[src/rtl/mchan_arb_pkg.sv]
// Shared helpers for the mchan transaction arbiter: channel-id width and
// the round-robin search used by mchan_rr_core.
package mchan_arb_pkg;

  localparam int unsigned MAX_CH = 64;

  function automatic int unsigned cid_width(input int unsigned n);
    return (n > 1) ? $clog2(n) : 1;
  endfunction

  // Search order ptr, ptr+1, ..., n-1, 0, ..., ptr-1 with a true modulo-n wrap.
  function automatic logic rr_pick(input logic [MAX_CH-1:0] req,
                                   input int unsigned n,
                                   input int unsigned ptr,
                                   output int unsigned idx);
    logic        found;
    int unsigned c;
    found = 1'b0;
    idx   = 0;
    for (int unsigned i = 0; i < MAX_CH; i++) begin
      if (i < n && !found) begin
        c = ptr + i;
        if (c >= n) c = c - n;
        if (req[c[5:0]]) begin
          found = 1'b1;
          idx   = c;
        end
      end
    end
    return found;
  endfunction

endpackage

[src/rtl/mchan_rr_core.sv]
// Combinational round-robin pick over NB_CTRLS requesters from a start pointer.
module mchan_rr_core
  import mchan_arb_pkg::*;
#(
  parameter int unsigned NB_CTRLS  = 2,
  parameter int unsigned CID_WIDTH = cid_width(NB_CTRLS)
) (
  input  logic [NB_CTRLS-1:0]  req,
  input  logic [CID_WIDTH-1:0] ptr,
  output logic                 found,
  output logic [CID_WIDTH-1:0] idx
);

  logic [MAX_CH-1:0] req_ext;
  int unsigned       pick;

  always_comb begin
    req_ext                = '0;
    req_ext[NB_CTRLS-1:0]  = req;
    pick                   = 0;
    found                  = rr_pick(req_ext, NB_CTRLS, 32'(ptr), pick);
    idx                    = CID_WIDTH'(pick);
  end

endmodule

[src/rtl/mchan_trans_arbiter.sv]
// N-to-1 transaction arbiter: round-robin with burst lock and a registered output slot.
// Optional high-priority qualifiers are enabled by defining MCHAN_ARB_PRIO_EN.
module mchan_trans_arbiter
  import mchan_arb_pkg::*;
#(
  parameter int unsigned NB_CTRLS   = 2,
  parameter int unsigned DATA_WIDTH = 64,
  parameter int unsigned BURST_LEN  = 1,
  parameter int unsigned CID_WIDTH  = cid_width(NB_CTRLS)
) (
  input  logic                           clk_i,
  input  logic                           rst_i,
  input  logic [NB_CTRLS-1:0]            req_i,
  output logic [NB_CTRLS-1:0]            gnt_o,
  input  logic [NB_CTRLS*DATA_WIDTH-1:0] data_i,
`ifdef MCHAN_ARB_PRIO_EN
  input  logic [NB_CTRLS-1:0]            prio_i,
`endif
  output logic                           req_o,
  input  logic                           gnt_i,
  output logic [DATA_WIDTH-1:0]          data_o,
  output logic [CID_WIDTH-1:0]           cid_o
);

  localparam int unsigned BCW = $clog2(BURST_LEN) + 1;

  logic                  out_valid;
  logic [DATA_WIDTH-1:0] out_data;
  logic [CID_WIDTH-1:0]  out_cid;

  logic [CID_WIDTH-1:0]  ptr;
  logic [CID_WIDTH-1:0]  lock_ch;
  logic                  lock_active;
  logic [BCW-1:0]        burst_cnt;

  logic                  slot_free;
  logic                  lock_hit;
  logic                  use_lock;
  logic [NB_CTRLS-1:0]   eligible;
  logic [NB_CTRLS-1:0]   cand;
  logic                  win_found;
  logic [CID_WIDTH-1:0]  winner;
  logic                  grant;
  logic [BCW-1:0]        burst_base;
  logic                  burst_more;
  logic [CID_WIDTH-1:0]  ptr_next;
`ifdef MCHAN_ARB_PRIO_EN
  logic [NB_CTRLS-1:0]   prio_req;
`endif

  always_comb begin
    slot_free = !out_valid | gnt_i;
    lock_hit  = lock_active & req_i[lock_ch];
`ifdef MCHAN_ARB_PRIO_EN
    prio_req  = req_i & prio_i;
    // A pending priority request breaks a lock held by a non-priority channel.
    use_lock  = lock_hit & (~|prio_req | prio_i[lock_ch]);
    eligible  = (|prio_req) ? prio_req : req_i;
`else
    use_lock  = lock_hit;
    eligible  = req_i;
`endif
    cand = eligible;
    if (use_lock) begin
      cand          = '0;
      cand[lock_ch] = 1'b1;
    end
  end

  mchan_rr_core #(
    .NB_CTRLS  (NB_CTRLS),
    .CID_WIDTH (CID_WIDTH)
  ) u_rr_core (
    .req   (cand),
    .ptr   (ptr),
    .found (win_found),
    .idx   (winner)
  );

  always_comb begin
    grant = slot_free & win_found & !rst_i;
    gnt_o = '0;
    if (grant) gnt_o[winner] = 1'b1;
    // A dropped lock restarts the burst count from zero for the new winner.
    burst_base = use_lock ? burst_cnt : '0;
    burst_more = (BURST_LEN > 1) && (32'(burst_base) + 1 < BURST_LEN);
    ptr_next   = (32'(winner) + 1 == NB_CTRLS) ? '0 : CID_WIDTH'(winner + 1'b1);
  end

  always_ff @(posedge clk_i) begin
    if (rst_i) begin
      out_valid   <= 1'b0;
      out_data    <= '0;
      out_cid     <= '0;
      ptr         <= '0;
      lock_ch     <= '0;
      lock_active <= 1'b0;
      burst_cnt   <= '0;
    end else begin
      if (slot_free) begin
        out_valid <= grant;
        if (grant) begin
          out_data <= data_i[winner*DATA_WIDTH +: DATA_WIDTH];
          out_cid  <= winner;
        end
      end
      if (grant) begin
        if (burst_more) begin
          lock_active <= 1'b1;
          lock_ch     <= winner;
          burst_cnt   <= burst_base + 1'b1;
        end else begin
          lock_active <= 1'b0;
          burst_cnt   <= '0;
          ptr         <= ptr_next;
        end
      end else if (slot_free && lock_active && !use_lock) begin
        lock_active <= 1'b0;
        burst_cnt   <= '0;
      end
    end
  end

  assign req_o  = out_valid;
  assign data_o = out_data;
  assign cid_o  = out_cid;

endmodule
[config.mk]
export PLATFORM = sky130hd
export DESIGN_NAME = mchan_trans_arbiter
export DESIGN_NICKNAME = d
export VERILOG_FILES = /design/src/rtl/mchan_arb_pkg.sv /design/src/rtl/mchan_rr_core.sv /design/src/rtl/mchan_trans_arbiter.sv
export SDC_FILE = /design/constraint.sdc
export NUM_CORES = 1
export LEC_CHECK = 0
export ABC_AREA = 1
export BUFFER_PORTS_ARGS = -buffer_cell sky130_fd_sc_hd__buf_2
export CELL_PAD_IN_SITES_DETAIL_PLACEMENT = 1
export CELL_PAD_IN_SITES_GLOBAL_PLACEMENT = 1
export CORE_MARGIN = 5
export CORE_UTILIZATION = 25
export DETAILED_ROUTE_END_ITERATION = 7
export PLACE_DENSITY = 0.72
export RECOVER_POWER = 50
export SETUP_SLACK_MARGIN = 0.02
export SLEW_MARGIN = 20
export SYNTH_ARGS = -nofsm -noshare
export SYNTH_HDL_FRONTEND = slang
export SYNTH_SLANG_ARGS = --single-unit
[constraint.sdc]
create_clock -name clk_i -period 1.1 [get_ports clk_i]
set_clock_uncertainty 0.05 [all_clocks]
set_input_delay 0.11 -clock clk_i [delete_from_list [all_inputs] [get_ports clk_i]]
set_output_delay 0.11 -clock clk_i [all_outputs]
set_load 0.01 [all_outputs]
# Word level (Yosys, flattened, before mapping)
# Cells that the tools add are included.
classes:
  n_addsub: 5
  magnitude_cmp: 6
  n_eq_ne: 1
  shift: 1
  n_mux: 17
  bitwise: 3
  n_reduce_logical: 4
op_table:
  columns: ["operator", "count"]
  rows:
  - ["variable part select 128 x 8 -> 64 bit", 1]
  - ["greater-or-equal comparator 32 x 2 -> 1 bit, second input constant", 1]
  - ["2-to-1 mux 6 bit", 3]
  - ["< comparator 6 x 7 -> 1 bit, second input constant", 2]
  - ["binary-select mux 1 bit (select 6 bit)", 2]
  - ["2-to-1 mux 1 bit", 10]
  - ["adder 1 x 1 -> 2 bit, second input constant", 2]
  - ["subtractor 1 x 2 -> 3 bit, second input constant", 1]
  - ["subtractor 2 x 2 -> 3 bit, second input constant", 1]
  - ["bitwise AND 1 bit", 2]
  - ["== test 2 bit, second input constant", 1]
  - ["greater-or-equal comparator 1 x 2 -> 1 bit, second input constant", 1]
  - ["logical NOT 1 bit", 2]
  - ["< comparator 1 x 2 -> 1 bit, second input constant", 1]
  - ["2-to-1 mux 2 bit", 1]
  - ["AND reduction 2 bit", 1]
  - ["adder 1 bit, second input constant", 1]
  - ["demux 1 bit (select 1 bit)", 1]
  - ["greater-or-equal comparator 1 bit, second input constant", 1]
  - ["logical AND 1 bit", 1]
  - ["OR 1 bit", 1]
word_totals:
  ff_bits: 67
  in_bits: 133
  out_inout_bits: 68
  wordCells: 41

# Longest topological paths before layout
# Gate-level depths: netlist of run 1.
depth:
  word_depth: 15
  depth_mapped: 9
  mapped_depth_nobuf: 7

# Cells and area by module
# Synthesis of run 1 repeated with hierarchy kept, for this count alone.
unflattened:
  cells_unflattened: 636
  area_unflattened_um2: 3587.2
modules_own_cells:
  columns: ["mod", "instances", "cells_per_inst", "area_each_um2", "seq_area_each_um2"]
  rows:
  - ["mchan_trans_arbiter", 1, 632, 3568.4, 1341.3]
  - ["mchan_rr_core", 1, 4, 18.8, 0.0]

# Worst setup path before layout of run 1
# Ideal clock, no wire load.
synth_path:
  path_type: "reg2reg"
  from: "register out_valid (netlist: req_o)"
  to: "register out_data[22] (netlist: data_o[22])"
  setup_ns: 0.132
  arrival_time_ns: 1.003
  required_time_ns: 0.918
  slack_ns: -0.085
  stages_incl_launch_ff: 8
  path_buffers: 2
  path_cell_list: "dfxtp_1 nand2_2 nand2_1 nor2_1 buf_4 buf_4 nand2_1 a21oi_1"
synth_between:
  elab_chain_cells: 5
synth_lines:
  columns: ["element", "line", "text"]
  rows:
  - ["start: declaration", "mchan_trans_arbiter.sv:27", "logic out_valid;"]
  - ["start signal: assignment", "mchan_trans_arbiter.sv:101", "out_valid <= grant;"]
  - ["logical NOT 1 bit (*)", "mchan_trans_arbiter.sv:52", "slot_free = !out_valid | gnt_i;"]
  - ["OR 1 bit (*)", "mchan_trans_arbiter.sv:52", null]
  - ["bitwise AND 1 bit (2 in series)", "mchan_trans_arbiter.sv:81", "grant = slot_free & win_found & !rst_i;"]
  - ["AND reduction 2 bit (no line) (*)", null, null]
  - ["end signal: assignment", "mchan_trans_arbiter.sv:103", "out_data <= data_i[winner*DATA_WIDTH +: DATA_WIDTH];"]
  - ["end: declaration", "mchan_trans_arbiter.sv:28", "logic [DATA_WIDTH-1:0] out_data;"]
# Mark *: on every way between the ends. The rest lies on a longest branch, timed or not.
# A chain may end at the register's enable or synchronous reset.

# Worst setup path after layout of run 1
layout_path:
  from: "register out_valid (netlist: req_o)"
  to: "register out_data[12] (netlist: data_o[12])"
# The elaborated chain is that of the path after synthesis.

==> impl_metrics.env, run 1 <==
export IMPL_status="finished, violations left"
export IMPL_violations="negative setup slack"
export IMPL_rsz0062_at_grt="true"
export IMPL_path_buf_inv=2
export IMPL_async_reset_ff_share_pct=0
export IMPL_syn_num_nets=644
export IMPL_clkTransAtPathRegs_ns=0.06
export IMPL_grt_ovfl_total=0
export IMPL_initial_core_util_pct=25.8
export IMPL_synthMuxAreaShare_pct=0
export IMPL_boundaryPins=201
export IMPL_ys_warn_count=0
export IMPL_path_class="reg2reg"
export IMPL_die_h_microns=125
export IMPL_grt_pass1_wl_microns=21400
export IMPL_vdd_ir_drop_worst_mv=0.545
export IMPL_slew_viol_final=0
export IMPL_fin_tns_setup_ns=-11.70
export IMPL_cts_buffer_depth=2
export IMPL_yosysSeqAreaShare_pct=40.9
export IMPL_synth_ff_latch_count=67
export IMPL_synth_most_common_cell="nand2_1"
export IMPL_area_growth_syn_to_layout_pct=57.4
export IMPL_cp_arrival_ns=1.54
export IMPL_antenna_cells=0
export IMPL_postLayoutCellArea_sq_um=5170
export IMPL_nFillCells=1712
export IMPL_min_period_ns=1.34
export IMPL_hold_violations=0
export IMPL_core_area_sq_um=12700
export IMPL_setup_ws_ns=-0.244
export IMPL_routedWlPerCell_microns=16.0
export IMPL_hold_class="in2reg"
export IMPL_synth_common_cells="261 x nand2_1, 67 x dfxtp_1, 66 x a21oi_1"
export IMPL_use_met3_pct=4.42
export IMPL_track_usage_pct=16.6
export IMPL_end_kind="flop"
export IMPL_drc_errors=0
export IMPL_synth_fa_ha_area_share_pct=0
export IMPL_place_congestion=0.777
export IMPL_cts_made_buffers=9
export IMPL_cts_num_sinks=67
export IMPL_synth_area_sq_um=3280
export IMPL_worstPathRequired_ns=1.29
export IMPL_clock_latency_ns=0.32
export IMPL_use_met1_pct=20.2
export IMPL_yosys_area_top_type="dfxtp_1"
export IMPL_max_clock_freq_ghz=0.744
export IMPL_portBuffers=200
export IMPL_synth_xor_area_share_pct=0
export IMPL_setup_viol=67
export IMPL_power_density_nw_per_um2=1340
export IMPL_slowest_stage="dfxtp_2"
export IMPL_via_per_inst=4.60
export IMPL_synthFlopType="dfxtp_1"
export IMPL_synth_edf_count=0
export IMPL_busiest_layer="met2"
export IMPL_max_stage_delay_ns=0.33
export IMPL_start_kind="flop"
export IMPL_dpl_cell_area_sq_um=4520
export IMPL_synthTopCellsByArea="dfxtp_1 41%, nand2_1 30%, a21oi_1 10%"
export IMPL_num_rows=41
export IMPL_crit_path_cell_trace="nand2_4 -> nand2_2 -> nor2_4 -> buf_8 -> clkbuf_16 -> nand2_1 -> a21oi_1"
export IMPL_synth_simple_area_share_pct=40.9
export IMPL_syn_area_per_cell_sq_um=6.42
export IMPL_grt_max_degree=42
export IMPL_synth_compound_area_share_pct=10.2
export IMPL_die_w_microns=125
export IMPL_crit_family="simple AND/OR/NAND/NOR gates"
export IMPL_synth_top_cell_area_share_pct=40.9
export IMPL_cts_max_level=3
export IMPL_dp_hpwl_microns=9580
export IMPL_die_area_sq_um=15500
export IMPL_place_ws_ns=-0.168
export IMPL_worst_pin_slew_ns=0.456
export IMPL_wirelength_microns=14300
export IMPL_cts_hold_buf=0
export IMPL_drtIter0Drc=208
export IMPL_drv_cap=0
export IMPL_netlist_instances=511
export IMPL_finalCritPeriodShare_pct=122
export IMPL_slew_headroom_pct=69.6
export IMPL_synth_top_family_by_area="simple AND/OR/NAND/NOR gates"
export IMPL_cts_root_buf="clkbuf_16"
export IMPL_antenna_found_initial=1
export IMPL_num_vias=4118
export IMPL_nNetsFinal=851
export IMPL_synth_cell_types=15
export IMPL_p_leak_nw=2.58
export IMPL_first_pass_iters=4
export IMPL_worst_path_max_fanout=8
export IMPL_p_total_w=0.00692
export IMPL_grt_pass1_vias=4319
export IMPL_ant_nets=0
export IMPL_cts_tree="done"
export IMPL_holdWs_ns=0.0748
export IMPL_grtUsageMet2_pct=28.8
export IMPL_drive_gt1_share_pct=33.3
[repair_timing]
action                     CTS  global route
setup buffers                6             0
pin swaps                    4             1
setup endpoints to repair   67            69
gates resized for setup     19            20
gates cloned                 3             7
[registers in the layout, indices dropped and copies added (netlist names)]
name and flops:
ptr 1, req_o 1, cid_o 1, data_o 64
[power breakdown]
part           switching, W  leakage [nW]  internal (W)
registers         0.0000816         0.549       0.00258
logic              0.000887          1.89      0.000749
clock network      0.000979         0.137       0.00164
total               0.00195          2.58       0.00497
[logic make-up after synthesis]
family / after synthesis
AOI/OAI and AO/OA: 67
buffers and inverters: 46
DFF: 67
and+or+nand+nor: 331
[layout by cell type, fill, tap and decap left out, types with 4 or more instances in the layout]
cell type    n
buf_12       8
nand2_2      4
clkbuf_1    35
buf_2      165
buf_6        4
a21oi_1     61
nand2_1    254
buf_8        4
buf_4       16
clkbuf_16   15
nand2_4      4
nand3_1     64
dfxtp_1     65
a21oi_2      5
[routing by layer]
layer | share of wire (%) | vias to the layer above
li1 | - | 2054
met1 | 42 | 1897
met2 | 49 | 149
met3 | 8.4 | 16
met4 | 1.2 | 2
met5 | 0.14 | -
[metrics by stage]
step	util [%]	cells
after floorplan	-	511
after global placement	35.5	863
after detailed placement	35.5	863
after CTS	39.1	888
after global routing	40.6	895
final	40.6	895
[worst register-to-register path: stages (launching register included)]
cell       delay [ns]
dfxtp_2          0.33
nand2_4          0.07
nand2_2          0.07
nor2_4           0.16
buf_8            0.18
clkbuf_16        0.17
nand2_1          0.07
a21oi_1          0.16
[area by class of cell]
type                            instances  area (sq um)  area share (%)
Clock buffer                           14           264            5.11
Clock inverter                          2          10.0           0.194
Inverter                                4          15.0           0.291
Multi-Input combinational cell        398          1750            34.0
Sequential cell                        67          1340            26.0
Tap cell                              172           215            4.17
Timing Repair Buffer                  238          1560            30.3
[path summary, 6_finish.rpt]
path,startpoint,end,slack [ns],depth (start not counted)
setup / recovery,req_o,data_o[12],-0.24,7
hold / removal,data_i[60],data_o[60],0.07,5
setup reg to reg,req_o,data_o[12],-0.24,7
hold reg to reg,data_o[47],data_o[47],0.41,2
Power figures use the tool's default switching activity.
==> run 2: changes to the inputs <==
--- a/constraint.sdc
+++ b/constraint.sdc
@@ -3,3 +3,3 @@
 set_input_delay 0.11 -clock clk_i [delete_from_list [all_inputs] [get_ports clk_i]]
 set_output_delay 0.11 -clock clk_i [all_outputs]
-set_load 0.01 [all_outputs]
+set_load 0.1 [all_outputs]
==> impl_metrics.env, run 2 (synthesis gave the netlist of run 1 again) <==
export IMPL_status="finished, violations left"
export IMPL_violations="negative setup slack"
export IMPL_boundaryPins=201
export IMPL_min_period_ns=1.49
export IMPL_grt_pass1_wl_microns=24400
export IMPL_rsz0062_at_grt="true"
export IMPL_crit_top_cell="nand2_4"
export IMPL_place_congestion=0.831
export IMPL_cts_num_sinks=67
export IMPL_power_frac_clock_pct=32.5
export IMPL_antenna_found_initial=0
export IMPL_worst_pin_slew_ns=0.996
export IMPL_fin_tns_setup_ns=-19.94
export IMPL_slew_viol_final=0
export IMPL_initial_core_util_pct=25.8
export IMPL_max_clock_freq_ghz=0.670
export IMPL_grt_max_degree=67
export IMPL_die_w_microns=125
export IMPL_grt_pass1_vias=4537
export IMPL_clock_latency_ns=0.33
export IMPL_dp_hpwl_microns=10300
export IMPL_area_growth_syn_to_layout_pct=106
export IMPL_use_met1_pct=23.5
export IMPL_worst_path_max_fanout=2
export IMPL_die_area_sq_um=15500
export IMPL_holdWs_ns=0.0692
export IMPL_drtIter0Drc=160
export IMPL_drive_gt1_share_pct=58.4
export IMPL_cp_arrival_ns=1.33
export IMPL_p_leak_nw=3.22
export IMPL_drv_cap=0
export IMPL_path_class="reg2out"
export IMPL_vdd_ir_drop_worst_mv=0.611
export IMPL_largest_reg_flops=64
export IMPL_layout_common_cells="212 x nand2_1, 132 x buf_2, 64 x nand3_1, 53 x dfxtp_2, 52 x buf_12"
export IMPL_p_comb_share_pct=36.7
export IMPL_grtUsageMet2_pct=32.2
export IMPL_cts_max_level=3
export IMPL_internal_power_w=0.00575
export IMPL_max_stage_delay_ns=0.35
export IMPL_hold_violations=0
export IMPL_slowest_stage="dfxtp_4"
export IMPL_setup_ws_ns=-0.392
export IMPL_slew_headroom_pct=33.6
export IMPL_start_kind="flop"
export IMPL_nFillCells=1531
export IMPL_cts_tree="done"
export IMPL_hold_class="in2reg"
export IMPL_core_area_sq_um=12700
export IMPL_layout_commonest_cell="nand2_1"
export IMPL_routedWlPerCell_microns=17.8
export IMPL_swShare_pct=36.6
export IMPL_place_ws_ns=-0.234
export IMPL_ant_nets=0
export IMPL_cts_root_buf="clkbuf_16"
export IMPL_cts_made_buffers=9
export IMPL_clkTransAtPathRegs_ns=0.06
export IMPL_drc_errors=0
export IMPL_num_rows=41
export IMPL_first_pass_iters=4
export IMPL_power_share_sequential_pct=30.7
export IMPL_cts_buffer_depth=2
export IMPL_power_switching_w=0.00332
export IMPL_via_per_inst=4.72
export IMPL_die_h_microns=125
export IMPL_busiest_layer="met2"
export IMPL_grt_ovfl_total=0
export IMPL_power_density_nw_per_um2=1340
export IMPL_crit_path_cell_trace="nand2_4 -> nand2_4 -> nor2_4 -> buf_12 -> nand2_4 -> clkinvlp_4 -> buf_12"
export IMPL_end_kind="output port"
export IMPL_worstPathRequired_ns=0.94
export IMPL_wirelength_microns=16100
export IMPL_num_vias=4277
export IMPL_antenna_cells=0
export IMPL_portBuffers=200
export IMPL_use_met3_pct=5.49
export IMPL_track_usage_pct=19.2
export IMPL_setup_viol=69
export IMPL_finalCritPeriodShare_pct=136
export IMPL_nNetsFinal=863
-- run 2: final timing paths --
path / start / to / slack (ns) / depth (start not counted)
worst min register to register: data_o[32] / data_o[32] / 0.42 / 2
worst min-delay path: data_i[25] / data_o[25] / 0.07 / 5
worst max-delay path: req_o / gnt_o[0] / -0.39 / 7
worst max register to register: req_o / data_o[41] / -0.38 / 9
-- run 2: area by class of cell --
type | instances | area [sq um] | area share, %
repair buffers | 250 | 2580 | 38.2
clock buffers | 11 | 254 | 3.76
well taps | 172 | 215 | 3.18
clock inverters | 5 | 50.0 | 0.740
flip-flops and latches | 67 | 1460 | 21.6
inverters | 4 | 18.8 | 0.277
multi-input cells | 398 | 2180 | 32.2
-- run 2: power by group through the flow --
stage | clock [W] | combinational [W] | sequential, W
after floorplan | 0 | 0.000725 | 0.00379
after global placement | 0 | 0.00288 | 0.00281
after detailed placement | 0 | 0.00293 | 0.00282
after CTS | 0.00302 | 0.00323 | 0.00278
after global routing | 0.00314 | 0.00350 | 0.00281
final | 0.00295 | 0.00333 | 0.00279
-- run 2: through the flow --
step / instances / cell area, sq um / total power, W / utilization, %
floorplan: 511 / 3400 / 0.00451 / -
global placement: 866 / 5700 / 0.00569 / 44.8
detailed placement: 866 / 5700 / 0.00575 / 44.8
CTS: 905 / 6490 / 0.00903 / 51.0
global route: 907 / 6760 / 0.00945 / 53.2
finish: 907 / 6760 / 0.00907 / 53.2
-- run 2: what timing repair did --
item / 4_1_cts / 5_1_grt
hold buffers: 0 / 0
pin swaps: 18 / 24
resized for setup: 50 / 121
gates cloned: 7 / 4
setup buffers: 17 / 4
setup endpoints to repair: 69 / 72
-- run 2: metal layers --
metal  vias to the layer above  part of all wire, %
met5                         -                    0
met4                         0                  2.1
met1                      2006                   42
met2                       167                   50
met3                        26                  6.7
li1                       2078                    -
-- run 2: critical path: cells and delay by family (launching register included) --
kind | cells | cell delay, ns
AND/OR/NAND/NOR | 4 | 0.29
flip-flops | 1 | 0.35
buffers and inverters | 3 | 0.37
